### config.mk
export PLATFORM = sky130hd
export DESIGN_NAME = adder_nios_mem_fill_engine
export DESIGN_NICKNAME = d
export VERILOG_FILES = /design/src/rtl/adder_nios_mem_pkg.sv /design/src/rtl/adder_nios_pattern_gen.sv /design/src/rtl/adder_nios_mem_fill_engine.sv
export SDC_FILE = /design/constraint.sdc
export NUM_CORES = 1
export LEC_CHECK = 0
export ABC_AREA = 1
export CAP_MARGIN = 5
export CORE_AREA = 10 10 190 192
export DETAILED_ROUTE_END_ITERATION = 16
export DIE_AREA = 0 0 200 202
export PLACE_DENSITY = 0.65
export SETUP_SLACK_MARGIN = 0.4
export SLEW_MARGIN = 20
export SYNTH_ARGS = -nofsm -noshare
export SYNTH_HDL_FRONTEND = slang
export SYNTH_SLANG_ARGS = --single-unit
### constraint.sdc
create_clock -name clk -period 5.6 [get_ports clk]
set_clock_uncertainty 0.1 [all_clocks]
set_input_delay 1.12 -clock clk [delete_from_list [all_inputs] [get_ports clk]]
set_output_delay 1.12 -clock clk [all_outputs]
set_load 0.01 [all_outputs]
### src/rtl/adder_nios_mem_pkg.sv
// Shared constants and types for the adder_nios on-chip RAM fill/check engine.
package adder_nios_mem_pkg;

   localparam int ADDR_W = 13;
   localparam int DATA_W = 32;
   localparam int DEPTH  = 8192;
   localparam int LEN_W  = 14;

   localparam logic MODE_FILL  = 1'b0;
   localparam logic MODE_CHECK = 1'b1;

   typedef enum logic [2:0] {
      S_IDLE,
      S_FILL,
      S_CHECK,
      S_DRAIN,
      S_DONE
   } state_t;

endpackage

### src/rtl/adder_nios_pattern_gen.sv
// Word counter, wrapping RAM address and pattern value for one transfer.
module adder_nios_pattern_gen
   import adder_nios_mem_pkg::*;
(
   input  logic              clk,
   input  logic              reset_n,
   input  logic              load,
   input  logic              advance,
   input  logic [ADDR_W-1:0] base_addr,
   input  logic [LEN_W-1:0]  length,
   input  logic [DATA_W-1:0] pattern,
   input  logic              incr,
   output logic              last,
   output logic [ADDR_W-1:0] addr,
   output logic [DATA_W-1:0] data
);

   logic [LEN_W-1:0] cnt;
   logic [LEN_W-1:0] lim;
   logic             step;

   // The address is exactly ADDR_W bits wide, so it wraps 8191 -> 0 by itself.
   always_ff @(posedge clk or negedge reset_n) begin
      if (!reset_n) begin
         cnt  <= '0;
         lim  <= '0;
         addr <= '0;
         data <= '0;
         step <= 1'b0;
      end else if (load) begin
         cnt  <= '0;
         lim  <= length - LEN_W'(1);
         addr <= base_addr;
         data <= pattern;
         step <= incr;
      end else if (advance) begin
         cnt  <= cnt + LEN_W'(1);
         addr <= addr + ADDR_W'(1);
         data <= data + {{(DATA_W-1){1'b0}}, step};
      end
   end

   assign last = (cnt == lim);

endmodule

### src/rtl/adder_nios_mem_fill_engine.sv
// Avalon-MM master that fills or verifies a word range of the on-chip RAM.
module adder_nios_mem_fill_engine
   import adder_nios_mem_pkg::*;
(
   input  logic              clk,
   input  logic              reset_n,
   input  logic              start,
   input  logic              mode,
   input  logic [ADDR_W-1:0] base_addr,
   input  logic [LEN_W-1:0]  length,
   input  logic [DATA_W-1:0] pattern,
   input  logic              incr,
   output logic              busy,
   output logic              done,
   output logic              err_flag,
   output logic [LEN_W-1:0]  err_count,
   output logic [ADDR_W-1:0] first_err_addr,
   output logic [ADDR_W-1:0] mem_address,
   output logic [3:0]        mem_byteenable,
   output logic              mem_chipselect,
   output logic              mem_write,
   output logic [DATA_W-1:0] mem_writedata,
   input  logic [DATA_W-1:0] mem_readdata
);

   state_t            state;
   logic              load;
   logic              adv;
   logic              last;
   logic [ADDR_W-1:0] pg_addr;
   logic [DATA_W-1:0] pg_data;
   logic [LEN_W-1:0]  len_c;
   logic [DATA_W-1:0] exp1;
   logic [DATA_W-1:0] cmp_exp;
   logic [ADDR_W-1:0] cmp_addr;
   logic              cmp_vld;
   logic              mism;

   assign len_c = (length > LEN_W'(DEPTH)) ? LEN_W'(DEPTH) : length;
   assign load  = (state == S_IDLE) && start;
   assign adv   = (state == S_FILL) || (state == S_CHECK);
   assign mism  = cmp_vld && (mem_readdata != cmp_exp);

   assign mem_byteenable = 4'hF;

   adder_nios_pattern_gen u_gen (
      .clk       (clk),
      .reset_n   (reset_n),
      .load      (load),
      .advance   (adv),
      .base_addr (base_addr),
      .length    (len_c),
      .pattern   (pattern),
      .incr      (incr),
      .last      (last),
      .addr      (pg_addr),
      .data      (pg_data)
   );

   always_ff @(posedge clk or negedge reset_n) begin
      if (!reset_n) begin
         state <= S_IDLE;
      end else begin
         unique case (state)
            S_IDLE:
               if (start) begin
                  if (len_c == '0)
                     state <= S_DONE;
                  else if (mode == MODE_CHECK)
                     state <= S_CHECK;
                  else
                     state <= S_FILL;
               end
            S_FILL:  if (last) state <= S_DONE;
            S_CHECK: if (last) state <= S_DRAIN;
            S_DRAIN: state <= S_DONE;
            S_DONE:  state <= S_IDLE;
            default: state <= S_IDLE;
         endcase
      end
   end

   // Bus outputs lag the state by one register stage.
   always_ff @(posedge clk or negedge reset_n) begin
      if (!reset_n) begin
         busy           <= 1'b0;
         done           <= 1'b0;
         mem_chipselect <= 1'b0;
         mem_write      <= 1'b0;
         mem_address    <= '0;
         mem_writedata  <= '0;
         exp1           <= '0;
      end else begin
         busy           <= adv || (state == S_DRAIN);
         done           <= (state == S_DONE);
         mem_chipselect <= adv;
         mem_write      <= (state == S_FILL);
         if (adv) begin
            mem_address <= pg_addr;
            exp1        <= pg_data;
         end
         if (state == S_FILL)
            mem_writedata <= pg_data;
      end
   end

   // Expected word is aligned with the cycle the RAM returns its read data.
   always_ff @(posedge clk or negedge reset_n) begin
      if (!reset_n) begin
         cmp_vld        <= 1'b0;
         cmp_exp        <= '0;
         cmp_addr       <= '0;
         err_flag       <= 1'b0;
         err_count      <= '0;
         first_err_addr <= '0;
      end else begin
         cmp_vld  <= mem_chipselect && !mem_write;
         cmp_exp  <= exp1;
         cmp_addr <= mem_address;
         if (load) begin
            err_flag       <= 1'b0;
            err_count      <= '0;
            first_err_addr <= '0;
         end else if (mism) begin
            err_count <= err_count + LEN_W'(1);
            if (!err_flag) begin
               err_flag       <= 1'b1;
               first_err_addr <= cmp_addr;
            end
         end
      end
   end

endmodule

# --- Word-level counts from Yosys, hierarchy flattened ---
# Cells that the tools add are included.
totals:
  wordCells: 67
  in_bits: 96
  register_bits: 232
  output_inout_bits: 81
op_classes:
  n_reduce_logical: 12
  mux: 20
  n_eq_ne: 10
  n_lt_le_gt_ge: 1
  addsub: 5
op_table:
  columns: ["op", "n"]
  rows:
  - ["$mux 14", 5]
  - ["$mux 13", 5]
  - ["$mux 32", 2]
  - ["$add 32x1->32", 1]
  - ["$ne 32x32->1", 1]
  - ["$add 14x1->14 const B", 2]
  - ["$eq 14x14->1", 1]
  - ["$gt 14x14->1 const B", 1]
  - ["$logic_not 14->1", 1]
  - ["$sub 14x1->14 const B", 1]
  - ["$add 13x1->13 const B", 1]
  - ["$mux 3", 4]
  - ["$pmux 3 s4", 1]
  - ["$eq 3x2->1 const B", 2]
  - ["$ne 2x2->1 const B", 3]
  - ["$reduce_bool 2->1", 2]
  - ["$eq 3x1->1 const B", 1]
  - ["$eq 3x3->1 const B", 1]
  - ["$logic_and 1x1->1", 3]
  - ["$logic_not 3->1", 1]
  - ["$reduce_and 3->1", 1]
  - ["$logic_or 1x1->1", 2]
  - ["$mux 1", 2]
  - ["$mux 2", 1]
  - ["other kinds (3)", 3]

# --- Depth between registers and ports, before layout ---
# Gate-level depths: netlist of the first run.
logic_depth:
  depth_word: 6
  mapped_depth: 17
  mapped_depth_nobuf: 15

# --- Modules after synthesis ---
# Synthesis of the first run repeated with hierarchy kept, for this count alone.
unflattened:
  hier_cells: 1420
  hier_area_um2: 11298.3
by_module_without_submodules:
  columns: ["mod", "area_per_inst_um2", "instances", "cells_each", "seq_area_each_um2"]
  rows:
  - ["adder_nios_mem_fill_engine", 6541.3, 1, 729, 3953.8]
  - ["adder_nios_pattern_gen", 4757.1, 1, 691, 1851.8]

# --- Least setup slack after synthesis of the first run ---
# Ideal clock, no wire load.
synth_path:
  path_kind: "input to register"
  from: "input port length[2]"
  to: "register u_gen.lim[12]"
  setup_time_ns: 0.118
  setup_slack_ns: 2.804
  arrival_time_ns: 2.578
  t_required_ns: 5.382
  path_buffers: 2
  path_stages: 16
  path_cell_list: "inv_1 > nand2_1 > nor2_1 > nand2_1 > nand2_1 > buf_2 > buf_6 > nand2_1 > ha_1 > inv_1 > nor2_1 > nand2_1 > nor2_1 > nand3_1 > nand3_1 > nand2_1"
synth_between:
  elab_chain_len: 3
synth_rtl:
  columns: ["item", "line_no", "rtl"]
  rows:
  - ["start: declaration", "adder_nios_mem_fill_engine.sv:10", "input logic [LEN_W-1:0] length,"]
  - ["$gt 14x14->1", "adder_nios_mem_fill_engine.sv:39", "assign len_c = (length > LEN_W'(DEPTH)) ? LEN_W'(DEPTH) : length;"]
  - ["$mux 14 (*)", "adder_nios_mem_fill_engine.sv:39", null]
  - ["$sub 14x1->14 (*)", "adder_nios_pattern_gen.sv:32", "lim <= length - LEN_W'(1);"]
  - ["end signal: assignment", "adder_nios_pattern_gen.sv:32", null]
  - ["end: declaration", "adder_nios_pattern_gen.sv:19", "logic [LEN_W-1:0] lim;"]
# Mark *: on every way between the ends. The rest lies on a longest branch, timed or not.
# A chain may end at the register's enable or synchronous reset.

# --- Final worst setup path of the first run ---
layout_path:
  from: "input port mem_readdata[31]"
  to: "register err_count[0]"
layout_between:
  elab_chain_len: 3
layout_rtl:
  columns: ["item", "line_no", "rtl"]
  rows:
  - ["start: declaration", "adder_nios_mem_fill_engine.sv:23", "input logic [DATA_W-1:0] mem_readdata"]
  - ["$ne 32x32->1", "adder_nios_mem_fill_engine.sv:42", "assign mism = cmp_vld && (mem_readdata != cmp_exp);"]
  - ["$logic_and 1x1->1", "adder_nios_mem_fill_engine.sv:42", null]
  - ["$reduce_bool 2->1 (no line)", null, null]
  - ["end signal: assignment", "adder_nios_mem_fill_engine.sv:125", "err_count <= err_count + LEN_W'(1);"]
  - ["end: declaration", "adder_nios_mem_fill_engine.sv:16", "output logic [LEN_W-1:0] err_count,"]
# No other way between the ends.

==> impl_results.md, run 1 <==
* Status: finished, final reports clean
* ANT cells at 0
* Htree depth at 1
* Max-cap check violation count at 0
* CTS max path bufs at 3
* Post-synthesis cell area at 11100 sq um
* Die Area at 40400 sq um
* Nets at 1583
* Final setup violating endpoints at 0
* CTS Sinks at 232
* First-pass GRT wire length at 49200 microns
* Detailed placement HPWL at 22200 microns
* Vias/cell at 4.76
* Worst slew pin tran at 1.06 ns
* Layout cell share with drive strength beyond 1 at 5.60%
* Final hold violations at 0
* Fin. max-slew vios at 0
* CTS tree: done
* Number of synthesized flops with an enable pin at 0
* Critical path class: input port to flop
* VDD IR-drop max at 0.234 mV
* IO buf count at 172
* Clock Pin Slew Worst Setup and Hold Paths at 0.06 ns
* Worst-Skew Late Latency at 0.52 ns
* Post-cts resize count at 0
* Post-route setup TNS at 0 ns
* Lkg Pwr at 0.00647 uW
* YS warnings at 0
* Cell Chain, Critical Path: clkdlybuf4s50_1 > xnor2_1 > nand2_1 > nor2_1 > nand2_1 > nor2_1 > nand2_1 > nand2_1 > nand2_1 > nand3b_1 > nand2_1
* Unique cell type count in the Yosys netlist at 47
* Cell mode on critical path: nand2_1
* Gpl congestion at 0.908
* Sequential power share at 38.6%
* Sw Share at 38.4%
* Mapped Cells at 1325
* CP max stage cell: clkdlybuf4s50_1
* Die width at 200 microns
* PnR Total Power at 7630 uW
* Top_reg_cell synth: dfrtp_1
* Clock Power Share at 23.6%
* Height of the die at 202 microns
* Drt initial violations at 630
* Internal cell power at 4700 uW
* Grt ovf at 0
* Routed vias at 9252
* GR Util All Layers at 14.9%
* Power density cells at 541 nW/um^2
* Drt pass-1 iters at 5
* DR WL/cell at 15.7 microns
* Setup bufs post-CTS at 0
* Period minus WS final at 3.39 ns
* Crit path arrival time at 3.70 ns
* Total core area at 32300 sq um
* Filler cell count at 3135
* Clock root cell: clkbuf_16
* Worst Path Buf+Inv at 1
* CP startpoint kind: input port
* Worst Hold Class: flop to flop
* P_sw at 2930 uW
* Post-synthesis sequential area ratio at 52.3%
* I/O pins at 177
* Largest net degree at the start of global routing at 137
* Worst EP required at 5.91 ns
* DRC violations left at 0
* Slowest stage delay, CP at 0.48 ns
* Area Growth Syn to Fin at 27.0%
* Peak Freq at 295 MHz
* Gate power share at 37.7%
* Yosys reg bits at 232
* Syn Area/Cell at 8.38 sq um
* Period utilization at 60.6%
* CP Capture Type: flop
* Routed Antenna Nets at 0
* RSZ-0062 raised after global routing: no
* Initial Util at 34.4%
* Largest delay share family, worst path: simple AND/OR/NAND/NOR gates
* Slew margin rel. at 29.2%
* Routed WL at 30600 microns
* Crit Path Max Fanout at 16
* Initial antenna violation count at 0
* TritonCTS buffer count at 26
* Vias in the first global route at 9070
* Async SR Flop Fraction at 100%
* # hold bufs at CTS at 0
* # rows at 66
-- worst paths after layout --
kind | start | slack (ns) | depth (start not counted) | endpoint
setup / recovery | mem_readdata[31] | 2.21 | 11 | err_count[0]$_DFFE_PN0P_
hold / removal | exp1[2]$_DFFE_PN0P_ | 0.27 | 0 | cmp_exp[2]$_DFF_PN0_
setup reg to reg | state[1]$_DFFE_PN0P_ | 2.33 | 7 | u_gen.data[3]$_DFFE_PN0P_
hold reg to reg | exp1[2]$_DFFE_PN0P_ | 0.27 | 0 | cmp_exp[2]$_DFF_PN0_
max in group asynchronous | reset_n | 4.16 | 2 | mem_address[5]$_DFFE_PN0P_
min in group asynchronous | reset_n | 0.38 | 1 | exp1[14]$_DFFE_PN0P_
-- routing by layer --
| metal | track usage (%) | up-vias | part of all wire (%) |
|---|---|---|---|
| li1 | - | 4589 | - |
| met1 | 20.2 | 4433 | 45 |
| met2 | 24.1 | 197 | 47 |
| met3 | 3.27 | 33 | 6.5 |
| met4 | 2.73 | 0 | 1.2 |
| met5 | 0 | - | 0 |
-- synth_stat cells, drive strengths merged (9+ instances only) --
cell,number,area share [%]
a21oi,25,1.1
buf,44,2.4
clkbuf,9,0.30
dfrtp,232,52
inv,120,4.1
nand2,370,13
nand3,104,4.8
nand4,17,0.96
nor2,133,4.9
nor3,16,0.77
o211ai,18,1.4
o21ai,125,5.6
xnor2,34,2.7
xor2,33,2.6
-- placed cells by master (no fill, tap or decap), types with 5 or more instances in the layout --
cell	n
o21ai_1	13
clkbuf_16	27
nor3_1	15
nor2_1	126
xnor2_1	34
a21oi_1	25
o21ai_0	112
clkdlybuf4s50_1	171
o22ai_1	6
xor2_1	33
nand4_1	17
dfrtp_1	232
o211ai_1	14
nand3_1	102
inv_1	112
clkbuf_8	5
clkinv_2	7
ha_1	6
nand2_1	368
inv_2	7
-- worst register-to-register path, stage by stage, from the launching register on --
cell     delay, ns
dfrtp_1       0.40
inv_1         0.09
nand3_4       0.49
nand2_4       0.45
inv_2         0.82
buf_4         0.50
o31ai_1       0.13
o21ai_0       0.21
-- flip-flops by register name, indices dropped and copies added, names as in the netlist --
| name | flops |
|---|---|
| u_gen.step | 1 |
| u_gen.data | 32 |
| first_err_addr | 13 |
| err_flag | 1 |
| cmp_exp | 32 |
| cmp_addr | 13 |
| cmp_vld | 1 |
| done | 1 |
| mem_chipselect | 1 |
| state | 3 |
| u_gen.lim | 14 |
| mem_write | 1 |
| u_gen.cnt | 14 |
| mem_writedata | 32 |
| busy | 1 |
| u_gen.addr | 13 |
| err_count | 14 |
| mem_address | 13 |
| exp1 | 32 |
-- power by group through the flow --
stage | clock network (uW) | registers, uW | logic, uW
after floorplan | 0 | 2920 | 1850
after global placement | 0 | 2960 | 2850
after detailed placement | 0 | 2970 | 2910
after CTS | 1860 | 2950 | 2930
after global routing | 1930 | 3040 | 3270
final | 1800 | 2950 | 2880
-- kinds of logic after synthesis --
family | count (synthesis) | synth area share (%)
AO/OA/AOI/OAI | 195 | 10.2
XOR/XNOR | 67 | 5.29
adder cells (fa/ha/maj) | 6 | 0.676
buffers and inverters | 174 | 6.80
flip-flops | 232 | 52.3
other | 1 | 0.0338
AND/OR/NAND/NOR | 650 | 24.7
-- through the flow --
step | area, sq um | cells | utilization (%) | setup WS (ns) | hold slack (ns)
3_5_place_dp | 13100 | 1894 | 40.7 | 1.63 | 0.258
5_1_grt | 14100 | 1943 | 43.7 | 1.90 | 0.281
4_1_cts | 14100 | 1942 | 43.6 | 2.19 | 0.271
3_3_place_gp | 13100 | 1894 | 40.7 | 1.73 | 0.259
2_1_floorplan | 11100 | 1328 | - | 2.80 | 0.254
6_report | 14100 | 1943 | 43.7 | 2.21 | 0.271
-- final cells by class --
cell class | instances | area [sq um] | share of cell area (%)
Clock buffer | 36 | 759 | 5.39
Clock inverter | 12 | 163 | 1.15
Inverter | 121 | 457 | 3.24
Multi-Input combinational cell | 922 | 4550 | 32.3
Sequential cell | 232 | 5810 | 41.2
Tap cell | 442 | 553 | 3.92
Timing Repair Buffer | 178 | 1800 | 12.8
Power figures use the tool's default switching activity.
==> run 2: changes to the inputs <==
--- a/config.mk
+++ b/config.mk
@@ -10,7 +10,7 @@
 export CORE_AREA = 10 10 190 192
 export DETAILED_ROUTE_END_ITERATION = 16
 export DIE_AREA = 0 0 200 202
-export PLACE_DENSITY = 0.65
+export PLACE_DENSITY = 0.67
 export SETUP_SLACK_MARGIN = 0.4
 export SLEW_MARGIN = 20
 export SYNTH_ARGS = -nofsm -noshare
==> constraint.sdc (replaced) <==
create_clock -name clk -period 2.95 [get_ports clk]
set_clock_uncertainty 0.1 [all_clocks]
set_input_delay 0.59 -clock clk [delete_from_list [all_inputs] [get_ports clk]]
set_output_delay 0.59 -clock clk [all_outputs]
set_load 0.01 [all_outputs]
==> impl_results.md, run 2 (synthesis gave the netlist of run 1 again) <==
* Drt initial violations at 475 (-25%)
* CTS tree: done
* CP Capture Type: flop
* Initial antenna violation count at 1 (+1)
* Status: finished, final reports clean
* Max-cap check violation count at 0 (unchanged)
* Lkg Pwr at 0.00657 uW (+1.6%)
* Sequential cell area at 5810 sq um (unchanged)
* Total core area at 32300 sq um (unchanged)
* TritonCTS buffer count at 26 (unchanged)
* Final setup violating endpoints at 0 (unchanged)
* Die Area at 40400 sq um (unchanged)
* Slew margin rel. at 54.5% (+25 points)
* Clock root cell: clkbuf_16
* Grt ovf at 0 (unchanged)
* Vias in the first global route at 9200 (+1.4%)
* Hold_sp: exp1[9]$_DFFE_PN0P_
* Height of the die at 202 microns (unchanged)
* Routed Antenna Nets at 0 (unchanged)
* Post-route setup TNS at 0 ns (unchanged)
* Routed vias at 9274 (+0.24%)
* Critical path class: flop to flop
* CTS max path bufs at 3 (unchanged)
* Gpl congestion at 0.877 (-3.4%)
* IO buf count at 172 (unchanged)
* # rows at 66 (unchanged)
* Drt pass-1 iters at 5 (unchanged)
* DRC violations left at 0 (unchanged)
* Largest net degree at the start of global routing at 70 (-49%)
* RR Startpoint: u_gen.step$_DFFE_PN0P_
* Critical path origin: u_gen.step$_DFFE_PN0P_
* RSZ-0062 raised after global routing: yes
* Worst-Skew Late Latency at 0.53 ns (about the same)
* Initial Util at 34.4% (unchanged)
* ANT cells at 0 (unchanged)
* Worst Hold Class: flop to flop
* Final Util at 44.3% (+0.61 points)
* Worst EP required at 3.27 ns (-2.64 ns)
* VDD IR-drop max at 0.463 mV (+98%)
* Setup bufs post-CTS at 0 (unchanged)
* Fin. max-slew vios at 0 (unchanged)
* Htree depth at 1 (unchanged)
* DR WL/cell at 16.0 microns (+1.4%)
* Peak Freq at 410 MHz
* Clock Pin Slew Worst Setup and Hold Paths at 0.06 ns (about the same)
* Period utilization at 82.6%
* Crit Path Max Fanout at 5 (-11)
* CTS Sinks at 232 (unchanged)
* First-pass GRT wire length at 50100 microns (+1.9%)
* Final hold violations at 0 (unchanged)
* Crit path arrival time at 2.76 ns (-0.94 ns)
* Die width at 200 microns (unchanged)
* Most frequent cells in the layout: nand2_1, dfrtp_1, clkdlybuf4s50_1, nor2_1
* I/O pins at 177 (unchanged)
* Worst slew pin tran at 0.673 ns (-0.388 ns)
* Period minus WS final at 2.44 ns
* Most common cell after layout, fill and taps aside: nand2_1
* Detailed placement HPWL at 22900 microns (+3.3%)
* Area Growth Syn to Fin at 28.7%
* GR Util All Layers at 15.3% (+0.33 points)
* Multi-input gate area at 4560 sq um (+0.16%)
* CP startpoint kind: flop
* Filler cell count at 3166 (+0.99%)
* Vias/cell at 4.73 (-0.58%)
* Power density cells at 1040 nW/um^2 (+92%)
* Layout cell share with drive strength beyond 1 at 6.59% (+1.0 points)
* Nets at 1601 (+1.1%)
* Routed WL at 31300 microns (+2.2%)
-- run 2: changes by cell type in the layout (fill, tap and decap cells not counted), sizes merged --
| cell | previous run | this run |
|---|---|---|
| dlygate4sd3 | 0 | 1 |
| bufinv | 4 | 6 |
| clkinv | 8 | 5 |
| clkbuf | 36 | 35 |
| buf | 7 | 24 |
-- run 2: path summary, 6_finish.rpt --
kind,end,slack [ns],cells after the start
min in group asynchronous,cmp_exp[14]$_DFF_PN0_,0.53,2
worst min-delay path,cmp_exp[9]$_DFF_PN0_,0.27,0
worst min register to register,cmp_exp[9]$_DFF_PN0_,0.27,0
worst max register to register,u_gen.data[16]$_DFFE_PN0P_,0.51,11
max in group asynchronous,cmp_exp[24]$_DFF_PN0_,1.45,3
worst max-delay path,u_gen.data[16]$_DFFE_PN0P_,0.51,11
-- run 2: cell type report --
cell class	instances	share of cell area (%)
Tap cell	442	3.87
Clock inverter	11	1.48
Timing Repair Buffer	196	13.7
Clock buffer	35	5.22
Inverter	121	3.20
Multi-Input combinational cell	922	31.9
Sequential cell	232	40.6
-- run 2: per-layer routing --
layer	wire, microns	track usage (%)
met5	13	0
met2	14600	24.9
met3	1890	2.91
met1	14200	20.6
met4	501	3.19
-- run 2: critical path: stages (launching register included) --
cell	delay [ns]
dfrtp_1	0.37
ha_1	0.28
ha_1	0.34
nand2_1	0.12
nor2_1	0.16
nand2_1	0.20
nor2_4	0.23
inv_1	0.09
o21ai_0	0.16
nand3_1	0.08
o211ai_1	0.11
o21ai_1	0.08
-- run 2: timing repair --
item / in CTS / in global routing
gates resized for setup: 0 / 2
setup endpoints to repair: 0 / 3
hold buffers: 1 / 0
endpoints found under the hold margin: 62 / 0
-- run 2: metrics by stage --
stage | total power [uW] | std cells | setup WS [ns] | hold WS [ns] | cell area, sq um
after floorplan | 9050 | 1328 | 0.684 | 0.194 | 11100
after global placement | 11200 | 1912 | 0.0576 | 0.260 | 13300
after detailed placement | 11400 | 1912 | 0.0131 | 0.261 | 13300
after CTS | 15000 | 1959 | 0.487 | 0.272 | 14300
after global routing | 16000 | 1959 | 0.357 | 0.284 | 14300
final | 14800 | 1959 | 0.512 | 0.270 | 14300
-- run 2: power breakdown --
part | leakage [uW] | total [uW] | switching [uW] | internal (uW)
Combinational | 0.00317 | 5660 | 3310 | 2350
Sequential | 0.00293 | 5580 | 1020 | 4560
Clock | 0.000467 | 3590 | 1310 | 2290
==> run 3: changes to the inputs <==
--- a/config.mk
+++ b/config.mk
@@ -10,7 +10,7 @@
 export CORE_AREA = 10 10 190 192
 export DETAILED_ROUTE_END_ITERATION = 16
 export DIE_AREA = 0 0 200 202
-export PLACE_DENSITY = 0.67
+export PLACE_DENSITY = 0.65
 export SETUP_SLACK_MARGIN = 0.4
 export SLEW_MARGIN = 20
 export SYNTH_ARGS = -nofsm -noshare
==> constraint.sdc (replaced) <==
create_clock -name clk -period 2.3 [get_ports clk]
set_clock_uncertainty 0.1 [all_clocks]
set_input_delay 0.46 -clock clk [delete_from_list [all_inputs] [get_ports clk]]
set_output_delay 0.46 -clock clk [all_outputs]
set_load 0.01 [all_outputs]
==> impl_results.md, run 3 (synthesis gave the netlist of run 1 again) <==
* Critical path class: flop to flop
* Most common cell after layout, fill and taps aside: nand2_1
* Routed Antenna Nets at 0 (unchanged)
* Vias/cell at 4.78 (+0.95%)
* Worst Hold Class: flop to flop
* CTS max path bufs at 3 (unchanged)
* Drt initial violations at 540 (+14%)
* Vias in the first global route at 9444 (+2.7%)
* Max-cap check violation count at 0 (unchanged)
* Crit Path Max Fanout at 4 (-1)
* RSZ-0062 raised after global routing: yes
* Worst-Skew Late Latency at 0.52 ns (about the same)
* Setup WS pre-CTS at -0.324 ns (-0.337 ns)
* CTS tree: done
* GR Util All Layers at 15.6% (+0.34 points)
* # rows at 66 (unchanged)
* Initial antenna violation count at 1 (unchanged)
* ANT cells at 0 (unchanged)
* Height of the die at 202 microns (unchanged)
* Clock root cell: clkbuf_16
* Status: finished, final reports clean
* TritonCTS buffer count at 26 (unchanged)
* Peak Freq at 535 MHz (+30%)
* Period minus WS final at 1.87 ns (-0.567 ns)
* Clock Pin Slew Worst Setup and Hold Paths at 0.06 ns (about the same)
* Multi-input gate area at 4930 sq um (+8.1%)
* Final setup violating endpoints at 0 (unchanged)
* Detailed placement HPWL at 23600 microns (+3.0%)
* Die Area at 40400 sq um (unchanged)
* Most frequent cells in the layout: nand2_1, dfrtp_1, nor2_1, inv_1, o21ai_0
* Worst EP required at 2.60 ns (-0.67 ns)
* Fin. max-slew vios at 0 (unchanged)
* DR WL/cell at 16.3 microns (+2.2%)
* Nets at 1650 (+3.1%)
* Htree depth at 1 (unchanged)
* IO buf count at 172 (unchanged)
* Initial Util at 34.4% (unchanged)
* Final worst slack at 0.429 ns (-0.0828 ns)
* Filler cell count at 3137 (-0.92%)
* CP startpoint kind: flop
* Routed WL at 32800 microns (+4.8%)
* Drt pass-1 iters at 6 (+1)
* VDD IR-drop max at 0.593 mV (+28%)
* Worst slew pin tran at 0.784 ns (+0.111 ns)
* Lkg Pwr at 0.00723 uW (+10%)
* DRC violations left at 0 (unchanged)
* Total core area at 32300 sq um (unchanged)
* Layout cell share with drive strength beyond 1 at 14.4% (+7.8 points)
* Period utilization at 81.3% (-1.3 points)
* Final hold violations at 0 (unchanged)
* Sequential cell area at 5830 sq um (+0.37%)
* Grt ovf at 0 (unchanged)
* I/O pins at 177 (unchanged)
* CTS Sinks at 232 (unchanged)
* First-pass GRT wire length at 51300 microns (+2.2%)
* Hold Slack at 0.269 ns (-0.000888 ns)
* Gpl congestion at 0.914 (+4.3%)
* Largest net degree at the start of global routing at 64 (-8.6%)
* Area Growth Syn to Fin at 36.2%
* CP Capture Type: flop
* Crit path arrival time at 2.17 ns (-0.59 ns)
* Slew margin rel. at 47.1% (-7.5 points)
* Routed vias at 9601 (+3.5%)
* Die width at 200 microns (unchanged)
* Power density cells at 1290 nW/um^2 (+24%)
[run 3: final cells by class]
| cell class | count | area share, % |
|---|---|---|
| Clock inverter | 10 | 0.885 |
| Tap cell | 442 | 3.66 |
| Sequential cell | 232 | 38.5 |
| Clock buffer | 37 | 5.05 |
| Inverter | 121 | 3.12 |
| Timing Repair Buffer | 245 | 16.2 |
| Multi-Input combinational cell | 922 | 32.6 |
[run 3: per-stage QoR]
step                      total power, uW  std cells  setup TNS [ns]  util (%)  area [sq um]
after detailed placement            14700       1938          -10.13      42.1         13600
after floorplan                     11600       1328               0         -         11200
after global placement              14500       1938           -9.22      42.1         13600
after global routing                20900       2009               0      46.8         15100
final                               19400       2009               0      46.8         15100
after CTS                           19000       1991               0      45.2         14600
[run 3: worst paths after layout]
kind                                        start                       endpoint  slack, ns  depth (start not counted)
min reg2reg                  exp1[13]$_DFFE_PN0P_          cmp_exp[13]$_DFF_PN0_       0.27                          0
min in group asynchronous                 reset_n  mem_writedata[18]$_DFFE_PN0P_       0.34                          2
max in group asynchronous                 reset_n       u_gen.cnt[6]$_DFFE_PN0P_       1.00                          3
min                          exp1[13]$_DFFE_PN0P_          cmp_exp[13]$_DFF_PN0_       0.27                          0
max                        u_gen.step$_DFFE_PN0P_     u_gen.data[16]$_DFFE_PN0P_       0.43                         11
max reg2reg                u_gen.step$_DFFE_PN0P_     u_gen.data[16]$_DFFE_PN0P_       0.43                         11
[run 3: critical path, stage by stage, from the launching register on]
cell and delay, ns:
dfrtp_1 0.40, ha_4 0.20, ha_4 0.16, nand2_4 0.06
nor2_4 0.14, nand2_4 0.10, nor2_4 0.15, inv_2 0.06
o21ai_2 0.12, nand3_1 0.09, o211ai_1 0.08, o21ai_1 0.08
[run 3: power breakdown]
group,switching [uW],internal [uW],leakage [uW]
Combinational,4600,3300,0.00389
Clock,1670,2640,0.000437
Sequential,1360,5870,0.00291
[run 3: timing repair]
item | 4_1_cts | 5_1_grt
hold endpoints to repair | 41 | 0
hold buffers | 1 | 0
pin swaps | 2 | 33
cloned | 0 | 4
setup endpoints to repair | 150 | 83
buffers inserted | 5 | 14
resized for setup | 120 | 94
[run 3: metal layers]
layer	part of all wire [%]	track usage, %	up-vias
met4	1.5	3.41	2
li1	-	-	4726
met3	6.9	3.34	44
met2	48	25.7	250
met5	0.052	0	-
met1	43	20.5	4579
